===== src/rtl/lpc_reg_pkg.sv =====
// Shared types and constants for the LPC register bank.
// The LPC_REG_WRLOCK_EN macro enables the key-sequence write lock.
package lpc_reg_pkg;

  localparam int DefNumRegs = 32;
  localparam int MaxBits    = 2048;

  localparam logic [7:0] KeyLock    = 8'hA5;
  localparam logic [7:0] KeyUnlock1 = 8'h55;
  localparam logic [7:0] KeyUnlock2 = 8'hAA;

`ifdef LPC_REG_WRLOCK_EN
  localparam bit WrLockEn = 1'b1;
`else
  localparam bit WrLockEn = 1'b0;
`endif

  typedef enum logic [1:0] {
    LockUnlocked = 2'd0,
    LockLocked   = 2'd1,
    LockKey1     = 2'd2
  } lockState_t;

  function automatic logic [7:0] sliceByte(input logic [MaxBits-1:0] vec, input int idx);
    return vec[idx*8 +: 8];
  endfunction

endpackage


===== src/rtl/lpc_reg_bank_if.sv =====
// Register-access bus between the LPC I/O cycle decoder (master) and the bank (slave).
interface lpc_reg_bank_if;
  logic [7:0] Addr;
  logic       Wr;
  logic       Rd;
  logic [7:0] DataWrSW;
  logic [7:0] DataRd;

  modport master (output Addr, Wr, Rd, DataWrSW, input DataRd);
  modport slave  (input Addr, Wr, Rd, DataWrSW, output DataRd);
endinterface


===== src/rtl/lpc_reg_lock.sv =====
// Key-sequence write-lock FSM: A5 locks; 55 then AA on consecutive writes unlocks.
module lpc_reg_lock
  import lpc_reg_pkg::*;
(
  input  logic       LpcClock,
  input  logic       PciReset,
  input  logic       Wr,
  input  logic       AddrHit,
  input  logic [7:0] DataWrSW,
  output logic       Locked
);

  lockState_t state, nextState;

  // NOTE: sequential state uses non-blocking assignments so every flop samples pre-edge values.
  always_ff @(posedge LpcClock or negedge PciReset) begin
    if (!PciReset) state <= LockUnlocked;
    else           state <= nextState;
  end

  // NOTE: nextState gets a default first so no path leaves it unassigned (no latch).
  always_comb begin
    nextState = state;
    if (Wr) begin
      unique case (state)
        LockUnlocked: if (AddrHit && DataWrSW == KeyLock)    nextState = LockLocked;
        LockLocked:   if (AddrHit && DataWrSW == KeyUnlock1) nextState = LockKey1;
        LockKey1:     nextState = (AddrHit && DataWrSW == KeyUnlock2) ? LockUnlocked : LockLocked;
        default:      nextState = LockLocked;
      endcase
    end
  end

  assign Locked = (state != LockUnlocked);

endmodule


===== src/rtl/lpc_reg_bank.sv =====
// Parametrised LPC byte-register bank with per-bit attributes, registered read and sticky IRQ.
// Optional write lock compiled in with LPC_REG_WRLOCK_EN.
module lpc_reg_bank
  import lpc_reg_pkg::*;
#(
  parameter int                    NUM_REGS    = DefNumRegs,
  parameter logic [NUM_REGS*8-1:0] RESET_VAL   = '0,
  parameter logic [NUM_REGS*8-1:0] WR_MASK     = '1,
  parameter logic [NUM_REGS*8-1:0] HW_MASK     = '0,
  parameter logic [NUM_REGS*8-1:0] STICKY_MASK = '0,
  parameter logic [NUM_REGS*8-1:0] RC_MASK     = '0,
  parameter logic [NUM_REGS*8-1:0] LOCK_MASK   = '0,
  parameter logic [NUM_REGS*8-1:0] IRQ_MASK    = '0,
  parameter int                    LOCK_REG    = 31
) (
  input  logic                  LpcClock,
  input  logic                  PciReset,
  lpc_reg_bank_if.slave         bus,
  input  logic [NUM_REGS*8-1:0] HwVal,
  input  logic [NUM_REGS*8-1:0] HwSet,
  output logic [NUM_REGS*8-1:0] DataReg,
  output logic                  IrqOut,
  output logic                  Locked
);

  localparam int W = NUM_REGS * 8;

  logic [W-1:0]        regQ, regD;
  logic [7:0]          rdQ, rdD;
  logic                irqQ;
  logic                lockedNow;
  logic                rdOnly;
  logic [NUM_REGS-1:0] hit;
  logic [7:0]          hwM, stM, rcM, lkM, wrM, swEn, clrM, cur, nxt;

`ifdef LPC_REG_WRLOCK_EN
  lpc_reg_lock uLock (
    .LpcClock (LpcClock),
    .PciReset (PciReset),
    .Wr       (bus.Wr),
    .AddrHit  (bus.Addr == 8'(LOCK_REG)),
    .DataWrSW (bus.DataWrSW),
    .Locked   (lockedNow)
  );
`else
  assign lockedNow = 1'b0;
`endif

  // A simultaneous Wr and Rd is a write: no read data update, no read-clear.
  assign rdOnly = bus.Rd && !bus.Wr;

  always_comb begin
    hit = '0;
    for (int i = 0; i < NUM_REGS; i++) hit[i] = (bus.Addr == 8'(i));
  end

  always_comb begin
    regD = regQ;
    rdD  = rdOnly ? 8'h00 : rdQ;
    hwM = '0; stM = '0; rcM = '0; lkM = '0; wrM = '0;
    swEn = '0; clrM = '0; cur = '0; nxt = '0;
    for (int i = 0; i < NUM_REGS; i++) begin
      hwM  = sliceByte(MaxBits'(HW_MASK), i);
      stM  = sliceByte(MaxBits'(STICKY_MASK), i) & ~hwM;
      rcM  = sliceByte(MaxBits'(RC_MASK), i) & stM;
      lkM  = lockedNow ? sliceByte(MaxBits'(LOCK_MASK), i) : 8'h00;
      wrM  = sliceByte(MaxBits'(WR_MASK), i) & ~hwM & ~stM;
      swEn = (bus.Wr && hit[i] && !(WrLockEn && i == LOCK_REG)) ? ~lkM : 8'h00;
      clrM = (swEn & bus.DataWrSW & stM) | ((rdOnly && hit[i]) ? rcM : 8'h00);
      cur  = regQ[i*8 +: 8];
      // Apply lowest priority first so later terms override: write, clear, set, HW.
      nxt  = (cur & ~(wrM & swEn)) | (bus.DataWrSW & wrM & swEn);
      nxt  = (nxt & ~clrM) | (HwSet[i*8 +: 8] & stM);
      nxt  = (nxt & ~hwM) | (HwVal[i*8 +: 8] & hwM);
      regD[i*8 +: 8] = nxt;
      if (rdOnly && hit[i]) rdD = (WrLockEn && i == LOCK_REG) ? {7'b0, lockedNow} : cur;
    end
  end

  // NOTE: the bank is flops, not RAM, so every byte resets to its RESET_VAL.
  always_ff @(posedge LpcClock or negedge PciReset) begin
    if (!PciReset) begin
      regQ <= RESET_VAL;
      rdQ  <= 8'h00;
      irqQ <= 1'b0;
    end else begin
      regQ <= regD;
      rdQ  <= rdD;
      irqQ <= |(regQ & IRQ_MASK & STICKY_MASK);
    end
  end

  assign DataReg    = regQ;
  assign bus.DataRd = rdQ;
  assign IrqOut     = irqQ;
  assign Locked     = lockedNow;

endmodule

===== src/flat_wrapper.sv =====
// flat-port wrapper written by rule: the top's interface ports become plain ports
module lpc_reg_bank_flat import lpc_reg_pkg::*;
#(
  parameter int                    NUM_REGS    = DefNumRegs,
  parameter logic [NUM_REGS*8-1:0] RESET_VAL   = '0,
  parameter logic [NUM_REGS*8-1:0] WR_MASK     = '1,
  parameter logic [NUM_REGS*8-1:0] HW_MASK     = '0,
  parameter logic [NUM_REGS*8-1:0] STICKY_MASK = '0,
  parameter logic [NUM_REGS*8-1:0] RC_MASK     = '0,
  parameter logic [NUM_REGS*8-1:0] LOCK_MASK   = '0,
  parameter logic [NUM_REGS*8-1:0] IRQ_MASK    = '0,
  parameter int                    LOCK_REG    = 31
)
  (LpcClock, PciReset, HwVal, HwSet, DataReg, IrqOut, Locked, bus_Addr, bus_Wr, bus_Rd, bus_DataWrSW, bus_DataRd);
  lpc_reg_bank_if bus_i ();
  input  logic LpcClock;
  input  logic PciReset;
  input  logic [NUM_REGS*8-1:0] HwVal;
  input  logic [NUM_REGS*8-1:0] HwSet;
  output logic [NUM_REGS*8-1:0] DataReg;
  output logic IrqOut;
  output logic Locked;
  input wire logic [$bits(bus_i.Addr)-1:0] bus_Addr;
  input wire logic [$bits(bus_i.Wr)-1:0] bus_Wr;
  input wire logic [$bits(bus_i.Rd)-1:0] bus_Rd;
  input wire logic [$bits(bus_i.DataWrSW)-1:0] bus_DataWrSW;
  output wire logic [$bits(bus_i.DataRd)-1:0] bus_DataRd;
  assign bus_i.Addr = bus_Addr;
  assign bus_i.Wr = bus_Wr;
  assign bus_i.Rd = bus_Rd;
  assign bus_i.DataWrSW = bus_DataWrSW;
  assign bus_DataRd = bus_i.DataRd;
  lpc_reg_bank #(.NUM_REGS(NUM_REGS), .RESET_VAL(RESET_VAL), .WR_MASK(WR_MASK), .HW_MASK(HW_MASK), .STICKY_MASK(STICKY_MASK), .RC_MASK(RC_MASK), .LOCK_MASK(LOCK_MASK), .IRQ_MASK(IRQ_MASK), .LOCK_REG(LOCK_REG)) u_core (.LpcClock(LpcClock), .PciReset(PciReset), .bus(bus_i), .HwVal(HwVal), .HwSet(HwSet), .DataReg(DataReg), .IrqOut(IrqOut), .Locked(Locked));
endmodule

===== config.mk =====
export PLATFORM = sky130hd
export DESIGN_NAME = lpc_reg_bank_flat
export DESIGN_NICKNAME = d
export VERILOG_FILES = /design/src/rtl/lpc_reg_pkg.sv /design/src/rtl/lpc_reg_bank_if.sv /design/src/rtl/lpc_reg_lock.sv /design/src/rtl/lpc_reg_bank.sv /design/src/flat_wrapper.sv
export SDC_FILE = /design/constraint.sdc
export NUM_CORES = 1
export LEC_CHECK = 0
export CAP_MARGIN = 30
export CORE_AREA = 2 2 308 310
export CTS_CLUSTER_SIZE = 30
export DETAILED_ROUTE_END_ITERATION = 10
export DIE_AREA = 0 0 310 312
export HOLD_SLACK_MARGIN = 0.08
export PLACE_DENSITY_LB_ADDON = 0.12
export SYNTH_ARGS = -nofsm -noshare
export SYNTH_HDL_FRONTEND = slang
export SYNTH_SLANG_ARGS = --single-unit

===== constraint.sdc =====
create_clock -name LpcClock -period 2.1 [get_ports LpcClock]
set_input_delay 0.21 -clock LpcClock [delete_from_list [all_inputs] [get_ports LpcClock]]
set_output_delay 0.21 -clock LpcClock [all_outputs]
set_load 0.1 [all_outputs]

==> metrics.txt, run 1 <==
outcome complete, no violations; vias post-DR 11000; Via density between 3 and 4; Avg Cell Area, Syn roughly 12 um2; Syn Inst Count 1047; final worst path period need 2.02 ns; kind of critical path flop to flop; # fillers 10200; Sum Neg Setup Slack 0 ns; gr usage total 14.9%; P per Cell Area 775 nW/um2; vias in the first global route ~12000; share of cells above drive strength 1 55.7%; commonest cells after routing, fill and taps aside 482 x buf_4, 269 x mux2_2, 264 x dfrtp_1; Die X slightly above 300 um; Post-synth EDFFs 0; ys async rst share 100%; Non-Filler Instances 2815; pre-CTS setup slack -0.701 ns; Least-Margin Pin Slew 0.526 ns; Initial Utilization 13.9%; CTS tree done; Distinct cells, synth 65; Die Ht 312 um; gpl congestion slightly above 0.8; R2R cell count 9; sequential area share after synthesis 51.2%; DRC viols 0; CTS sink count roughly 260; net switching power 5490 uW; Seq cells post-synth 264; area of the multi-input gates 6010 um2; H-tree Lvls 2; Worst R2R End u_core.bus.DataRd[7]; Max Cap Viol 0; final WL 73600 um; FF+latch area 6610 um2; clk root buf clkbuf_16; Placed Cells incl. Taps 2757; Ys Warns 0; row count approximately 110; largest cells by area after synthesis dfrtp_1 51%, mux2_2 23%, mux2i_1 3.3%; largest net degree at the start of global routing 49; initial antenna violation count 4; P_leak 0.00949 uW; Crit. End Element flop; Seq pwr share 36.8%; routed len/inst 26.2 um; unrepaired setup endpoints after global routing no; Relative slew margins 64.6%; commonest non-fill, non-tap cell in the layout buf_4; DRT Pass-1 Iters 6; Internal 9840 uW; die area 96700 um2; Comb pwr share 24.4%; Netlist Area Pre-Place roughly 13000 um2; highest clock rate 0.496 GHz; worst path required time 2.52 ns; final period utilization 96.0%; CTS max path bufs 3; post-synth top area share 51.2%; Clk Latency, worst-skew pair 0.54 ns; I/O pins 798; Final HPWL DP 57200 um; Final Max Tran Viols 0; Detail Route Antenna Nets 0; final core occ 21.2%; final hold violation count 0; top_reg_cell synth dfrtp_1; Clk network pwr share 38.9%; total CTS buffers 36; core area 93000 um2; Max IR drop VDD roughly 0.53 mV; crit path capture u_core.bus.DataRd[7]; Reg2Reg Setup Slack 0.08 ns; CP startpoint kind flop; input/output buffers 283; min-delay worst type input port to asynchronous set/reset pin; cell taking the most area after synthesis dfrtp_1; grt total ovfl 0; first-pass GRT wire length 101000 um; worst setup margin 0.0832 ns; Synth-to-Final Area Change 53.1%; DRT iter0 DRCs 671; Sw Ratio 35.8%; CP max FO 3; clock-pin slew on the worst setup and hold paths 0.06 ns; Layout Skew 0.0134 ns; count of final setup violators 0; nets about 2100; arrival time worst endpoint 2.44 ns
==> power groups by stage <==
stage	registers [uW]	logic (uW)	clock network, uW
2_1_floorplan	7400	634	0
3_3_place_gp	5730	3760	0
3_5_place_dp	5740	3770	0
4_1_cts	5650	3770	6180
5_1_grt	5670	3880	6360
6_report	5630	3730	5950
==> through the flow <==
step / power (uW) / hold WS (ns) / area, um2
after floorplan: 8030 / -0.0856 / 12900
after global placement: 9500 / 0.171 / 18600
after detailed placement: 9500 / 0.176 / 18600
after CTS: 15600 / 0.199 / 19700
after global routing: 15900 / 0.224 / 19800
final: 15300 / 0.211 / 19800
==> layer usage <==
| layer | up-vias | share of wire (%) | track usage [%] |
|---|---|---|---|
| met5 | - | 0 | 0 |
| met2 | 271 | 47 | 24.5 |
| met3 | 73 | 5.3 | 3.51 |
| met4 | 0 | 2.5 | 3.82 |
| met1 | 5711 | 45 | 19.6 |
| li1 | 4902 | - | - |
==> critical path: stages, from the launching register on <==
cell and delay, ns:
dfrtp_1 0.44, mux2i_1 0.20, buf_4 0.15, nor2_1 0.07, a311oi_2 0.32, buf_4 0.17
a21oi_1 0.03, o21ai_1 0.26, buf_4 0.18, a21oi_1 0.07
==> Yosys cell counts, types with 4 or more instances <==
library cell	count
o31ai_1	5
a221oi_1	11
clkbuf_1	49
nor3_1	19
a21o_1	5
and3b_1	7
buf_4	6
a2bb2oi_1	5
nand2_1	40
a22oi_1	7
nor3_2	6
o21ai_0	43
inv_1	5
o2bb2ai_1	6
a31oi_1	6
nor2_2	4
mux2i_1	43
nand3b_1	6
a21oi_1	33
nor2_1	45
buf_2	21
a32oi_1	6
nand3_1	18
o221ai_1	4
nand2b_1	11
dfrtp_1	264
a22o_1	5
mux2_2	269
nor2b_1	11
a221o_1	10
o22ai_1	11
o211ai_1	6
mux4_2	6
==> cell type report <==
| class | count | share of cell area, % |
|---|---|---|
| Clock buffer | 52 | 5.17 |
| Multi-Input combinational cell | 701 | 30.4 |
| Inverter | 5 | 0.0949 |
| Sequential cell | 264 | 33.4 |
| Timing Repair Buffer | 534 | 22.6 |
| Tap cell | 1254 | 7.94 |
| Antenna cell | 2 | 0.0253 |
| Clock inverter | 3 | 0.329 |
==> how the worst min path moves through the flow <==
stage          startpoint                          to  slack (ns)  cells after the start
2_1_floorplan    PciReset  asynchronous set/reset pin       -0.09                      0
3_3_place_gp     PciReset  asynchronous set/reset pin        0.17                      1
3_5_place_dp     PciReset  asynchronous set/reset pin        0.18                      1
4_1_cts          PciReset  asynchronous set/reset pin        0.20                      2
5_1_grt          PciReset  asynchronous set/reset pin        0.22                      2
6_report         PciReset  asynchronous set/reset pin        0.21                      2
==> kinds of logic (layout without fill, tap and decap cells) <==
family | after synthesis | count (layout) | synth area share (%)
buffers and inverters | 83 | 594 | 2.79
multiplexers | 318 | 318 | 27.8
AND/OR/NAND/NOR | 192 | 192 | 7.96
flip-flops | 264 | 264 | 51.2
other | 1 | 4 | 0.0290
AO/OA/AOI/OAI | 189 | 189 | 10.2
==> what timing repair did <==
| action | 4_1_cts | 5_1_grt |
|---|---|---|
| gates cloned | 0 | 0 |
| hold endpoints to repair | 255 | 0 |
| gates resized for setup | 5 | 16 |
| setup endpoints to repair | 7 | 7 |
| setup buffers | 0 | 0 |
| hold buffers | 1 | 0 |
| pin swaps | 0 | 3 |
No activity file was read; power rests on OpenSTA's default activity.
==> run 2: changes to the inputs <==
--- a/config.mk
+++ b/config.mk
@@ -12,6 +12,7 @@
 export DIE_AREA = 0 0 310 312
 export HOLD_SLACK_MARGIN = 0.08
 export PLACE_DENSITY_LB_ADDON = 0.12
+export RECOVER_POWER = 100
 export SYNTH_ARGS = -nofsm -noshare
 export SYNTH_HDL_FRONTEND = slang
 export SYNTH_SLANG_ARGS = --single-unit
==> metrics.txt, run 2 (synthesis results as in run 1) <==
post-CTS setup repair buffer count 0; grt total ovfl 0; core area approximately 93000 um2; largest net degree at the start of global routing between 40 and 50; nets 2074; commonest cells after routing, fill and taps aside 285 x clkbuf_2, 269 x mux2_2, 264 x dfrtp_1; WHS Path Cells 7; pre-CTS setup slack -0.701 ns; CP max FO 8; Final Instance Area 18800 um2; initial antenna violation count 4; Least-Margin Pin Slew around 1.5 ns; Crit. End Element flop; gpl congestion 0.827; worst setup margin 0.0225 ns; Synth-to-Final Area Change 45.9%; Placed Cells incl. Taps 2757; final worst path period need ~2.1 ns; CTS max path bufs 3; highest clock rate 0.481 GHz; CP max-delay cell clkdlybuf4s50_1; worst path required time 2.52 ns; first-pass GRT wire length just over 100000 um; P_leak 0.00917 uW; WHS 0.476 ns; Reg2Reg Setup Slack around 0.08 ns; DP Area approximately 19000 um2; Die X 310 um; row count 112; min-delay worst type input port to flop; CP startpoint kind input port; outcome complete, no violations; arrival time worst endpoint 2.49 ns; total CTS buffers 36; Non-Filler Instances 2820; Max Cap Viol 0; vias in the first global route ~12000; final hold violation count 0; Final HPWL DP 57200 um; Layout Skew 0.00914 ns; H-tree Lvls 2; clock-pin slew on the worst setup and hold paths 0.06 ns; CTS sink count around 260; commonest non-fill, non-tap cell in the layout clkbuf_2; Setup crit start bus_Addr[5]; P per Cell Area 803 nW/um2; Cell Chain, Critical Path clkdlybuf4s50_1, buf_4, nor2_1, buf_4, buf_4, nand3_1, buf_4, nor3_1, clkbuf_4, mux2_2; Via density slightly below 4; # fillers about 10000; clk root buf clkbuf_16; Relative slew margins slightly above 3%; Final Max Tran Viols 0; routed len/inst about 26 um; CTS tree done; Initial Utilization between 10% and 20%; Worst R2R End u_core.bus.DataRd[7]; DRT Pass-1 Iters 4; die area around 97000 um2; Die Ht around 310 um; DRT iter0 DRCs 615; share of cells above drive strength 1 between 50% and 60%; R2R cell count 9; Hold EP u_core.bus.DataRd[5]; gr usage total 14.9%; kind of critical path input port to flop; count of final setup violators 0; DRC viols 0; biggest cell delay along the critical path 0.46 ns; I/O pins 798; most used cell, CP buf_4; Max IR drop VDD 0.525 mV; final period utilization 98.9%; input/output buffers 283; Clk Latency, worst-skew pair 0.54 ns; final WL 73500 um; total power 15100 uW; vias post-DR 11000; Detail Route Antenna Nets 0; unrepaired setup endpoints after global routing no; critical hold path startpoint bus_Addr[2]
run 2: cell types whose count changed in the layout (fill, tap and decap cells not counted), moves of 5 or more:
cell,before,now
buf_12,33,22
clkbuf_1,11,19
buf_2,3,10
diode_2,2,7
clkbuf_2,0,285
buf_4,482,189
run 2: worst max-delay path by stage:
stage                           end  slack (ns)  depth (start not counted)
6_report                       flop        0.02                         10
5_1_grt                        flop       0.008                         10
4_1_cts        u_core.bus.DataRd[2]        0.01                          9
3_5_place_dp   u_core.bus.DataRd[1]       -0.70                          9
3_3_place_gp   u_core.bus.DataRd[1]       -0.75                          9
2_1_floorplan  u_core.bus.DataRd[1]        0.06                          6
run 2: critical path: cells and delay by family:
family	cells	cell delay (ns)
buffers and inverters	6	1.40
multiplexers	1	0.35
AND/OR/NAND/NOR	3	0.52
run 2: stage by stage:
stage | setup TNS (ns) | utilization [%]
2_1_floorplan | 0 | -
3_3_place_gp | -78.04 | 20.0
3_5_place_dp | -72.99 | 20.0
4_1_cts | 0 | 21.2
5_1_grt | 0 | 20.2
6_report | 0 | 20.3
run 2: repair_timing:
action / CTS / global route
endpoints found under the setup margin: 7 / 7
cloned: 0 / 0
hold buffers: 1 / 0
endpoints found under the hold margin: 255 / 0
pin swaps: 0 / 3
gates resized for setup: 5 / 16
run 2: layer usage:
metal  track usage [%]  vias up  part of all wire, %
met5                 0        -                    0
met4              3.82        0                  2.6
met3              3.51       74                  5.7
met2              24.5      311                   47
met1              19.6     5729                   44
li1                  -     4913                    -
run 2: cell type report:
class                   instances  area (um2)  share of cell area, %
diodes                          7        17.5                 0.0930
clock buffers                  52        1020                   5.42
clock inverters                 3        65.1                  0.345
inverters                       5        18.8                 0.0996
multi-input cells             701        5980                   31.7
flip-flops and latches        264        6610                   35.1
well taps                    1254        1570                   8.33
repair buffers                534        3560                   18.9
run 2: where the power goes:
part	leakage (uW)	total (uW)	internal [uW]	switching (uW)
Combinational	0.00501	3570	758	2810
Clock	0.000530	5940	3580	2360
Sequential	0.00363	5630	5340	293
Total	0.00917	15100	9670	5460
==> run 3: changes to the inputs <==
--- a/config.mk
+++ b/config.mk
@@ -13,6 +13,7 @@
 export HOLD_SLACK_MARGIN = 0.08
 export PLACE_DENSITY_LB_ADDON = 0.12
 export RECOVER_POWER = 100
+export SKIP_LAST_GASP = 1
 export SYNTH_ARGS = -nofsm -noshare
 export SYNTH_HDL_FRONTEND = slang
 export SYNTH_SLANG_ARGS = --single-unit
==> metrics.txt, run 3 (synthesis results as in run 1) <==
outcome complete, no violations; # fillers ~10000; commonest cells after routing, fill and taps aside 291 x clkbuf_2, 269 x mux2_2, 264 x dfrtp_1; Layout Skew 0.00910 ns; CTS sink count between 200 and 300; biggest cell delay along the critical path 0.62 ns; DRC viols 0; grt total ovfl 0; P per Cell Area 804 nW/um2; CP startpoint kind input port; commonest non-fill, non-tap cell in the layout clkbuf_2; H-tree Lvls 2; vias in the first global route 11800; core area between 90000 and 100000 um2; P_leak 0.00917 uW; count of final setup violators 0; min-delay worst type input port to flop; WHS Path Cells 7; clock-pin slew on the worst setup and hold paths 0.06 ns; final WL 73500 um; CTS max path bufs 3; Non-Filler Instances 2820; final core occ slightly above 20%; first-pass GRT wire length 101000 um; Comb pwr share 23.6%; Detail Route Antenna Nets 0; row count approximately 110; Die X 310 um; Max IR drop VDD ~0.53 mV; initial antenna violation count 4; input/output buffers 283; Worst R2R End u_core.bus.DataRd[7]; Final HPWL DP 57200 um; nets between 2000 and 2500; Sw Ratio between 30 and 40%; share of cells above drive strength 1 54.7%; Final Max Tran Viols 0; DRT iter0 DRCs 610; final hold violation count 0; Synth-to-Final Area Change 45.9%; Clk network pwr share 39.2%; DRT Pass-1 Iters 5; clk root buf clkbuf_16; Initial Utilization 13.9%; unrepaired setup endpoints after global routing yes; Crit path max-delay family buffers and inverters; critical hold path startpoint bus_Addr[2]; Cell Chain, Critical Path dlygate4sd3_1, clkbuf_2, and4b_1, and2_0, nand2_1, clkbuf_2, mux2_2; worst path required time 2.52 ns; area of the multi-input gates 5980 um2; Internal 9670 uW; FF+latch area 6610 um2; Clk Latency, worst-skew pair around 0.54 ns; Die Ht 312 um; final period utilization between 90% and 100%; routed len/inst 26.1 um; CP max FO 8; CP bufs+invs 3; kind of critical path input port to flop; CP max-delay cell dlygate4sd3_1; Placed Cells incl. Taps 2757; Least-Margin Pin Slew about 1.5 ns; vias post-DR 11000; I/O pins 798; total CTS buffers 36; net switching power 5470 uW; largest net degree at the start of global routing 49; Seq pwr share 37.2%; most used cell, CP clkbuf_2; Max Cap Viol 0; highest clock rate 0.478 GHz; die area 96700 um2; final worst path period need 2.09 ns; R2R cell count 9; CTS tree done; Relative slew margins 3.17%; gr usage total between 10% and 20%; Reg2Reg Setup Slack around 0.090 ns; Hold EP u_core.bus.DataRd[5]; arrival time worst endpoint 2.51 ns; Crit. End Element flop; gpl congestion around 0.83; Via density 3.92
## run 3: worst max-delay path by stage
stage                      startpoint                    to  slack [ns]  depth (start not counted)
after floorplan                  flop  u_core.bus.DataRd[1]        0.06                          6
after global placement    bus_Addr[5]  u_core.bus.DataRd[1]       -0.75                          9
after detailed placement  bus_Addr[7]  u_core.bus.DataRd[1]       -0.70                          9
after CTS                 bus_Addr[5]  u_core.bus.DataRd[1]     -0.0008                          9
after global routing           bus_Wr                  flop       -0.02                          7
final                          bus_Wr                  flop       0.008                          7
## run 3: area by class of cell
cell class,count,area share (%)
repair buffers,534,18.9
multi-input cells,701,31.7
flip-flops and latches,264,35.1
inverters,5,0.0996
well taps,1254,8.33
diodes,7,0.0930
clock buffers,52,5.43
clock inverters,3,0.345
## run 3: routing by layer
layer / wire length, um / GRT usage (%)
met4: 1890 / 3.82
met2: 34700 / 24.5
met1: 32500 / 19.6
met3: 4330 / 3.51
met5: 0 / 0
## run 3: timing repair
action	CTS	global route
endpoints found under the hold margin	255	0
setup buffers	0	0
pin swaps	0	3
hold buffers	1	0
endpoints found under the setup margin	7	7
resized for setup	4	16
## run 3: through the flow
| step | power [uW] | cell area, um2 | setup TNS, ns | setup slack [ns] | hold WS (ns) |
|---|---|---|---|---|---|
| 2_1_floorplan | 8030 | 12900 | 0 | 0.0602 | -0.0856 |
| 3_3_place_gp | 9500 | 18600 | -78.04 | -0.745 | 0.171 |
| 3_5_place_dp | 9500 | 18600 | -72.99 | -0.701 | 0.176 |
| 4_1_cts | 15600 | 19700 | -0.000786 | -0.000786 | 0.199 |
| 5_1_grt | 15700 | 18800 | -0.238 | -0.0193 | 0.486 |
| 6_report | 15100 | 18800 | 0 | 0.00849 | 0.474 |
## run 3: worst min-delay path: cells and delay by family
| family | cells | cell delay [ns] |
|---|---|---|
| AOI/OAI and AO/OA | 4 | 0.41 |
| and+or+nand+nor | 1 | 0.09 |
| buffers and inverters | 2 | 0.25 |
## run 3: power by group through the flow
| stage | Clock, uW | Combinational (uW) | Sequential, uW |
|---|---|---|---|
| after detailed placement | 0 | 3770 | 5740 |
| after CTS | 6180 | 3770 | 5650 |
| after global placement | 0 | 3760 | 5730 |
| after global routing | 6360 | 3710 | 5670 |
| final | 5940 | 3570 | 5630 |
| after floorplan | 0 | 634 | 7400 |
